**src/rtl/fc_pkg.sv**
```systemverilog
// Shared definitions for the fully-connected layer controllers: one-hot state
// encoding and width helpers for counters and index buses.
package fc_pkg;

    typedef enum logic [4:0] {
        IDLE     = 5'b00001,
        ISSUE    = 5'b00010,
        WAIT_MAC = 5'b00100,
        BIAS     = 5'b01000,
        DONE     = 5'b10000
    } state_t;

    // Counter able to hold the value n itself
    function automatic int unsigned cnt_w(input int unsigned n);
        return $clog2(n + 1);
    endfunction

    // Index into n items, never narrower than one bit
    function automatic int unsigned idx_w(input int unsigned n);
        return (n > 1) ? $clog2(n) : 1;
    endfunction

endpackage

```
**src/rtl/fc_addr_gen.sv**
```systemverilog
// Weight/data RAM address generator for one layer: steps k per granted read
// and advances the neuron weight offset with a running add.
module fc_addr_gen
    import fc_pkg::*;
#(
    parameter int unsigned IN_NUM  = 26,
    parameter int unsigned PACK    = 2,
    parameter int unsigned WADDR_W = 9,
    parameter int unsigned DADDR_W = 5
) (
    input  logic                     clk,
    input  logic                     rst_n,
    input  logic                     start,
    input  logic                     next_neu,
    input  logic                     issue_en,
    input  logic                     mac_ready,
    input  logic [WADDR_W-1:0]       cfg_w_base,
    output logic [WADDR_W-1:0]       weight_addr,
    output logic [DADDR_W-1:0]       data_addr,
    output logic [idx_w(PACK)-1:0]   data_sel,
    output logic                     rd_en,
    output logic                     data_valid,
    output logic                     last_c
);

    localparam int unsigned K_W = cnt_w(IN_NUM);
    localparam int unsigned L_W = idx_w(PACK);
    localparam logic [K_W-1:0] K_LAST = K_W'(IN_NUM - 1);
    localparam logic [WADDR_W-1:0] NEU_STEP = WADDR_W'(IN_NUM);

    logic [K_W-1:0]     k;
    logic [WADDR_W-1:0] base;
    logic [WADDR_W-1:0] neu_off;
    logic [L_W-1:0]     lane;

    // A read goes out only when the MAC can take the operand pair
    assign rd_en       = issue_en & mac_ready;
    assign last_c      = rd_en && (k == K_LAST);
    assign weight_addr = base + neu_off + WADDR_W'(k);
    assign data_addr   = DADDR_W'(k >> L_W);
    assign lane        = k[L_W-1:0];

    // Step counters and delay the read strobe/lane to the RAM output cycle
    always_ff @(posedge clk or negedge rst_n) begin
        if (!rst_n) begin
            k          <= '0;
            base       <= '0;
            neu_off    <= '0;
            data_valid <= 1'b0;
            data_sel   <= '0;
        end else begin
            data_valid <= rd_en;
            data_sel   <= lane;
            if (start) begin
                base    <= cfg_w_base;
                neu_off <= '0;
                k       <= '0;
            end else if (next_neu) begin
                neu_off <= neu_off + NEU_STEP;
                k       <= '0;
            end else if (rd_en) begin
                k <= k + K_W'(1);
            end
        end
    end

endmodule

```
**src/rtl/fc_layer_seq.sv**
```systemverilog
// Fully-connected layer sequencer: issues operand reads, counts MAC
// completions, runs the per-neuron bias/activation handshake and hands the
// gathered result vector to the next layer.
module fc_layer_seq
    import fc_pkg::*;
#(
    parameter int unsigned DATA_W  = 8,
    parameter int unsigned IN_NUM  = 26,
    parameter int unsigned NEU_NUM = 16,
    parameter int unsigned PACK    = 2,
    parameter int unsigned WADDR_W = 9,
    parameter int unsigned DADDR_W = 5
) (
    input  logic                        clk,
    input  logic                        rst_n,
    input  logic                        in_valid,
    output logic                        in_ready,
    input  logic [WADDR_W-1:0]          cfg_w_base,
    input  logic                        mac_ready,
    output logic [WADDR_W-1:0]          weight_addr,
    output logic [DADDR_W-1:0]          data_addr,
    output logic [idx_w(PACK)-1:0]      data_sel,
    output logic                        rd_en,
    output logic                        data_valid,
    input  logic                        mac_ack,
    output logic                        bias_valid,
    input  logic                        bias_ready,
    output logic [idx_w(NEU_NUM)-1:0]   bias_sel,
    input  logic [DATA_W-1:0]           act_result,
    output logic                        out_valid,
    input  logic                        out_ready,
    output logic [NEU_NUM*DATA_W-1:0]   result_bus,
    output logic                        busy
);

    localparam int unsigned K_W = cnt_w(IN_NUM);
    localparam int unsigned N_W = idx_w(NEU_NUM);
    localparam logic [K_W-1:0] MAC_LAST = K_W'(IN_NUM - 1);
    localparam logic [K_W-1:0] MAC_FULL = K_W'(IN_NUM);
    localparam logic [N_W-1:0] NEU_LAST = N_W'(NEU_NUM - 1);

    state_t         state;
    state_t         state_nxt;
    logic [K_W-1:0] mac_cnt;
    logic [N_W-1:0] neu;
    logic           start_c;
    logic           next_neu_c;
    logic           capture_c;
    logic           issue_last_c;
    logic           mac_cnt_en_c;
    logic           mac_done_c;

    fc_addr_gen #(
        .IN_NUM  (IN_NUM),
        .PACK    (PACK),
        .WADDR_W (WADDR_W),
        .DADDR_W (DADDR_W)
    ) u_addr_gen (
        .clk         (clk),
        .rst_n       (rst_n),
        .start       (start_c),
        .next_neu    (next_neu_c),
        .issue_en    (state == ISSUE),
        .mac_ready   (mac_ready),
        .cfg_w_base  (cfg_w_base),
        .weight_addr (weight_addr),
        .data_addr   (data_addr),
        .data_sel    (data_sel),
        .rd_en       (rd_en),
        .data_valid  (data_valid),
        .last_c      (issue_last_c)
    );

    // Acks only count while this neuron's reads or their results are in flight
    assign mac_cnt_en_c = mac_ack && ((state == ISSUE) || (state == WAIT_MAC));
    assign mac_done_c   = (state == WAIT_MAC) &&
                          ((mac_cnt == MAC_FULL) || (mac_ack && (mac_cnt == MAC_LAST)));

    assign in_ready   = (state == IDLE);
    assign busy       = (state != IDLE);
    assign bias_valid = (state == BIAS);
    assign out_valid  = (state == DONE);
    assign bias_sel   = neu;

    always_ff @(posedge clk or negedge rst_n) begin
        if (!rst_n) begin
            state <= IDLE;
        end else begin
            state <= state_nxt;
        end
    end

    always_comb begin
        state_nxt  = state;
        start_c    = 1'b0;
        next_neu_c = 1'b0;
        capture_c  = 1'b0;
        case (state)
            IDLE: begin
                if (in_valid) begin
                    start_c   = 1'b1;
                    state_nxt = ISSUE;
                end
            end
            ISSUE: begin
                if (issue_last_c) begin
                    state_nxt = WAIT_MAC;
                end
            end
            WAIT_MAC: begin
                if (mac_done_c) begin
                    state_nxt = BIAS;
                end
            end
            BIAS: begin
                if (bias_ready) begin
                    capture_c = 1'b1;
                    if (neu == NEU_LAST) begin
                        state_nxt = DONE;
                    end else begin
                        next_neu_c = 1'b1;
                        state_nxt  = ISSUE;
                    end
                end
            end
            DONE: begin
                if (out_ready) begin
                    state_nxt = IDLE;
                end
            end
            default: state_nxt = IDLE;
        endcase
    end

    always_ff @(posedge clk or negedge rst_n) begin
        if (!rst_n) begin
            mac_cnt <= '0;
        end else if (start_c || mac_done_c) begin
            mac_cnt <= '0;
        end else if (mac_cnt_en_c && (mac_cnt != MAC_FULL)) begin
            mac_cnt <= mac_cnt + K_W'(1);
        end
    end

    // Neuron index and result gathering; a new job starts from an empty vector
    always_ff @(posedge clk or negedge rst_n) begin
        if (!rst_n) begin
            neu        <= '0;
            result_bus <= '0;
        end else if (start_c) begin
            neu        <= '0;
            result_bus <= '0;
        end else begin
            if (capture_c) begin
                result_bus[int'(neu) * DATA_W +: DATA_W] <= act_result;
            end
            if (next_neu_c) begin
                neu <= neu + N_W'(1);
            end
        end
    end

endmodule

```
**config.mk**
```make
export PLATFORM = sky130hd
export DESIGN_NAME = fc_layer_seq
export DESIGN_NICKNAME = d
export VERILOG_FILES = /design/src/rtl/fc_pkg.sv /design/src/rtl/fc_addr_gen.sv /design/src/rtl/fc_layer_seq.sv
export SDC_FILE = /design/constraint.sdc
export NUM_CORES = 1
export LEC_CHECK = 0
export CAP_MARGIN = 20
export CORE_UTILIZATION = 47
export CTS_BUF_LIST = sky130_fd_sc_hd__clkbuf_8
export DETAILED_ROUTE_END_ITERATION = 12
export PLACE_DENSITY = 0.79
export SETUP_SLACK_MARGIN = 0.15
export SYNTH_ARGS = -nofsm -noshare
export SYNTH_HDL_FRONTEND = slang
export SYNTH_HIERARCHICAL = 1
export SYNTH_SLANG_ARGS = --single-unit
export TNS_END_PERCENT = 100
```
**constraint.sdc**
```tcl
create_clock -name clk -period 3.2 [get_ports clk]
set_clock_uncertainty 0.2 [all_clocks]
set_input_delay 0.64 -clock clk [delete_from_list [all_inputs] [get_ports clk]]
set_output_delay 0.64 -clock clk [all_outputs]
set_load 0.005 [all_outputs]
```
==> summary.txt <==
STA
  • Worst slew pin tran: 0.880 ns
  • Unrepaired setup endpoints after global routing: true
  • Final Slew Violations: 0
  • Final min period: between 3 and 4 ns
  • Hold violation total from the final report: 0
  • Achievable Freq: approximately 270 MHz
  • Setup slack of the critical path after layout: -0.505 ns
  • Post-route clock period utilization: 116%
  • Worst slew margin relative to its limit: 41.1%
  • Setup violators final: 6

Power and ir drop
  • Cell-internal power: 4070 uW
  • Share of power burned in combinational logic: between 40% and 50%
  • Switching share of power: 37.2%
  • IR Drop Worst-Case VDD: between 300 and 400 uV
  • Total power divided by cell area: 615 nW/um^2
  • Sw Pwr: 2410 uW
  • Clock share of power: 22.6%
  • Share of total power in sequential cells: 37.0%
  • Overall power consumption: 6470 uW
  • LEAKAGE: 0.00473 uW

Clock network
  • Max clock buf depth: 2
  • Clock tree from TritonCTS: yes
  • Number of clock sinks: 166
  • Cts bufs inserted: 17
  • Maximum level of the CTS H-tree: 4
  • Clock insertion delay at the later pin of the skew report: 0.48 ns
  • Root Buffer Master: clkbuf_8
  • Clock-pin transition on the worst setup and hold timing paths: roughly 0.10 ns

Drt
  • Via-to-Cell Ratio: 5.52
  • Detailed Route WL: 21.7 mm
  • Vias: 6,616
  • DR iter-0 viols: 541
  • Final routed DRC violation total: 0
  • Router iterations before antenna repair: 5
  • Residual antenna-violating net count after detailed routing: 0
  • Routed length per instance: 18.1 microns

Synth
  • Largest area contributor in the netlist: dfrtp_1
  • Post-synth top flop: dfrtp_1
  • Synth Register Bits: 166
  • Most common cell in the netlist: dfrtp_1
  • Area of the mapped netlist: 7710 sq um
  • Yosys warning total: 6
  • Number of enable flip-flop cells after synthesis: 0
  • Top cells by area in the synthesized netlist: dfrtp_1 (54%), nand2_1 (7.0%), o21ai_0 (5.3%), ha_1 (3.2%), nand3_1 (2.7%)
  • Post-synthesis cell count: 758
  • Sequential-to-total area share from yosys stat: approximately 54%
  • List of most frequent post-synthesis cells: dfrtp_1 (165), nand2_1 (143), o21ai_0 (81)
  • Area share of the largest cell type after synthesis: 53.5%
  • Cell variety after synth: 66
  • Synth Area per Inst: ~10 sq um
  • Share of async-settable or async-resettable flops after synthesis: between 90% and 100%
  • Synthesized net count: 807

Final layout
  • Diodes inserted: 0
  • Number of nets in the final layout: between 1,000 and 1,500
  • Fraction of layout instances using a drive strength above 1: 16.4%
  • Synth-to-layout area growth: 36.4%
  • Area of all placed cells without fillers: 10,500 sq um

Setup path
  • Data arrival at the endpoint of the critical path: 2.86 ns
  • Worst R2R Path Depth: 10
  • R2r startpoint: state[0]
  • CP endpoint kind: output pin
  • Start point of the critical path: u_addr_gen/neu_off[1]
  • Endpoint of the most critical register-to-register path: state[4]
  • WS Path Type: reg2out
  • Worst path required time: 2.36 ns
  • Startpoint class of the critical path: register
  • Maximum single-stage delay on the critical path: 0.50 ns
  • Library cell contributing the largest single delay on the critical path: fa_1
  • Cell-by-cell listing of the critical path: fa_1 > ha_2 > inv_2 > fa_2 > nor2b_4 > o31a_1 > or4b_1 > nand3_1 > buf_2
  • Slack of the worst reg-to-reg path: 0.26 ns
  • Highest net fanout along the worst path: 3

Placement
  • Port Buffers: roughly 180
  • Post-DP HPWL: around 15 mm
  • Final weighted congestion of routability-driven global placement: 0.854
  • Standard cell area after detailed placement: slightly below 10,000 sq um
  • Pre-CTS setup slack: -0.376 ns

Floorplanning
  • Boundary Pins: 177
  • Die area: roughly 17,000 sq um
  • Die height: 130 microns
  • Die boundary width: ~130 microns
  • Count of standard-cell rows: 46
  • Initial core utilization: 48.4%
  • Core Footprint: 15,900 sq um

Min path
  • Hold WC Path Type: reg2reg
  • Number of cells on the worst hold path: 2
  • Hold worst-path end: result_bus[3]
  • Worst Min Path Start: result_bus[3]

GRT
  • Tot GR Track Use: 26.6%
  • Via count of the first global-routing pass: 6,359
  • Overflow left after global routing: 0
  • Pin count of the biggest net entering global routing: 69
  • Wire length of the first global-routing pass: approximately 34 mm
  • Antenna violations before repair: 0

Run
  • Max capacitance violation total: 0

Run status
  • Result of the run: complete, but fails checks
  • Failing checks: setup timing
[layer usage]
layer  wire length (microns)  share of wire [%]  global-route usage (%)  up-vias
met5                       0                  0                       0        -
met4                     420                1.9                    9.10        0
met3                    1400                6.4                    6.36       37
met2                   10400                 48                    41.9      251
met1                    9520                 44                    36.1     3275
li1                        -                  -                       -     3053
[worst max-delay path, delay by kind of cell, from the launching register on]
| family | cells | cell delay [ns] |
|---|---|---|
| DFF | 1 | 0.42 |
| AOI/OAI and AO/OA | 1 | 0.28 |
| buffers and inverters | 2 | 0.17 |
| and+or+nand+nor | 3 | 0.60 |
| adders and majority gates | 3 | 0.94 |
[cell families after synthesis]
| logic type | synth area share (%) |
|---|---|
| multiplexers | 3.54 |
| AO/OA/AOI/OAI | 12.2 |
| buffers and inverters | 3.83 |
| flip-flops | 53.9 |
| XOR/XNOR | 2.82 |
| other | 0.0486 |
| adder cells (fa/ha/maj) | 4.54 |
| AND/OR/NAND/NOR | 19.1 |
[layout by cell type, fill, tap and decap left out, drive strengths merged, types with 3 or more instances in the layout]
| master | n |
|---|---|
| a31o | 6 |
| fa | 5 |
| clkbuf | 19 |
| or3 | 10 |
| nor2 | 27 |
| xnor2 | 14 |
| ha | 20 |
| nor3 | 18 |
| nor4 | 6 |
| o22ai | 3 |
| a21oi | 17 |
| clkdlybuf4s50 | 163 |
| clkinv | 4 |
| nand4 | 11 |
| buf | 71 |
| o21ai | 84 |
| nand2 | 144 |
| a31oi | 8 |
| nand3b | 5 |
| and3 | 5 |
| mux2 | 10 |
| inv | 28 |
| dfrtp | 165 |
| nand3 | 42 |
| a22o | 24 |
| xor2 | 10 |
| and2 | 3 |
| nor2b | 6 |
| nand2b | 3 |
| or4b | 3 |
| mux2i | 16 |
| nor3b | 4 |
[per-stage QoR]
| step | cells | hold slack [ns] | utilization [%] | TNS (ns) |
|---|---|---|---|---|
| final | 1199 | 0.290 | 66.0 | -1.69 |
| after global routing | 1199 | 0.326 | 66.0 | -2.37 |
| after floorplan | 758 | 0.144 | - | 0 |
| after global placement | 1151 | 0.260 | 62.2 | -0.529 |
| after CTS | 1196 | 0.291 | 65.4 | -1.33 |
| after detailed placement | 1151 | 0.269 | 62.2 | -0.659 |
[how the worst max path moves through the flow]
stage	to	slack, ns	depth (start not counted)
2_1_floorplan	weight_addr[7]	0.15	8
3_3_place_gp	weight_addr[7]	-0.34	9
3_5_place_dp	weight_addr[7]	-0.38	9
4_1_cts	weight_addr[7]	-0.51	9
5_1_grt	weight_addr[7]	-0.63	9
6_report	weight_addr[7]	-0.50	9
[registers in the layout, indices dropped and copies added, names as in the netlist]
| name | flops |
|---|---|
| u_addr_gen/k | 5 |
| result_bus | 128 |
| u_addr_gen/data_valid | 1 |
| bias_sel | 4 |
| u_addr_gen/neu_off | 8 |
| u_addr_gen/data_sel | 1 |
| mac_cnt | 5 |
| u_addr_gen/base | 9 |
| state | 5 |
[power by group through the flow]
stage / clock network [uW] / registers [uW] / logic, uW
6_report: 1460 / 2400 / 2610
5_1_grt: 1570 / 2420 / 2840
4_1_cts: 1480 / 2390 / 2490
3_5_place_dp: 0 / 2440 / 2360
3_3_place_gp: 0 / 2430 / 2320
2_1_floorplan: 0 / 2440 / 1340
[layout make-up]
cell class | instances | area [sq um]
fillers | 1257 | 5430
flip-flops and latches | 166 | 4160
multi-input cells | 526 | 3380
repair buffers | 239 | 2250
well taps | 216 | 270
clock buffers | 18 | 248
clock inverters | 14 | 134
inverters | 20 | 75.1
[what timing repair did]
action,CTS,global route
endpoints found under the hold margin,36,0
pin swaps,13,8
buffers inserted,12,3
hold buffers,1,0
gates resized for setup,45,19
endpoints found under the setup margin,17,41
cloned,0,0
No activity file was read; power rests on OpenSTA's default activity.
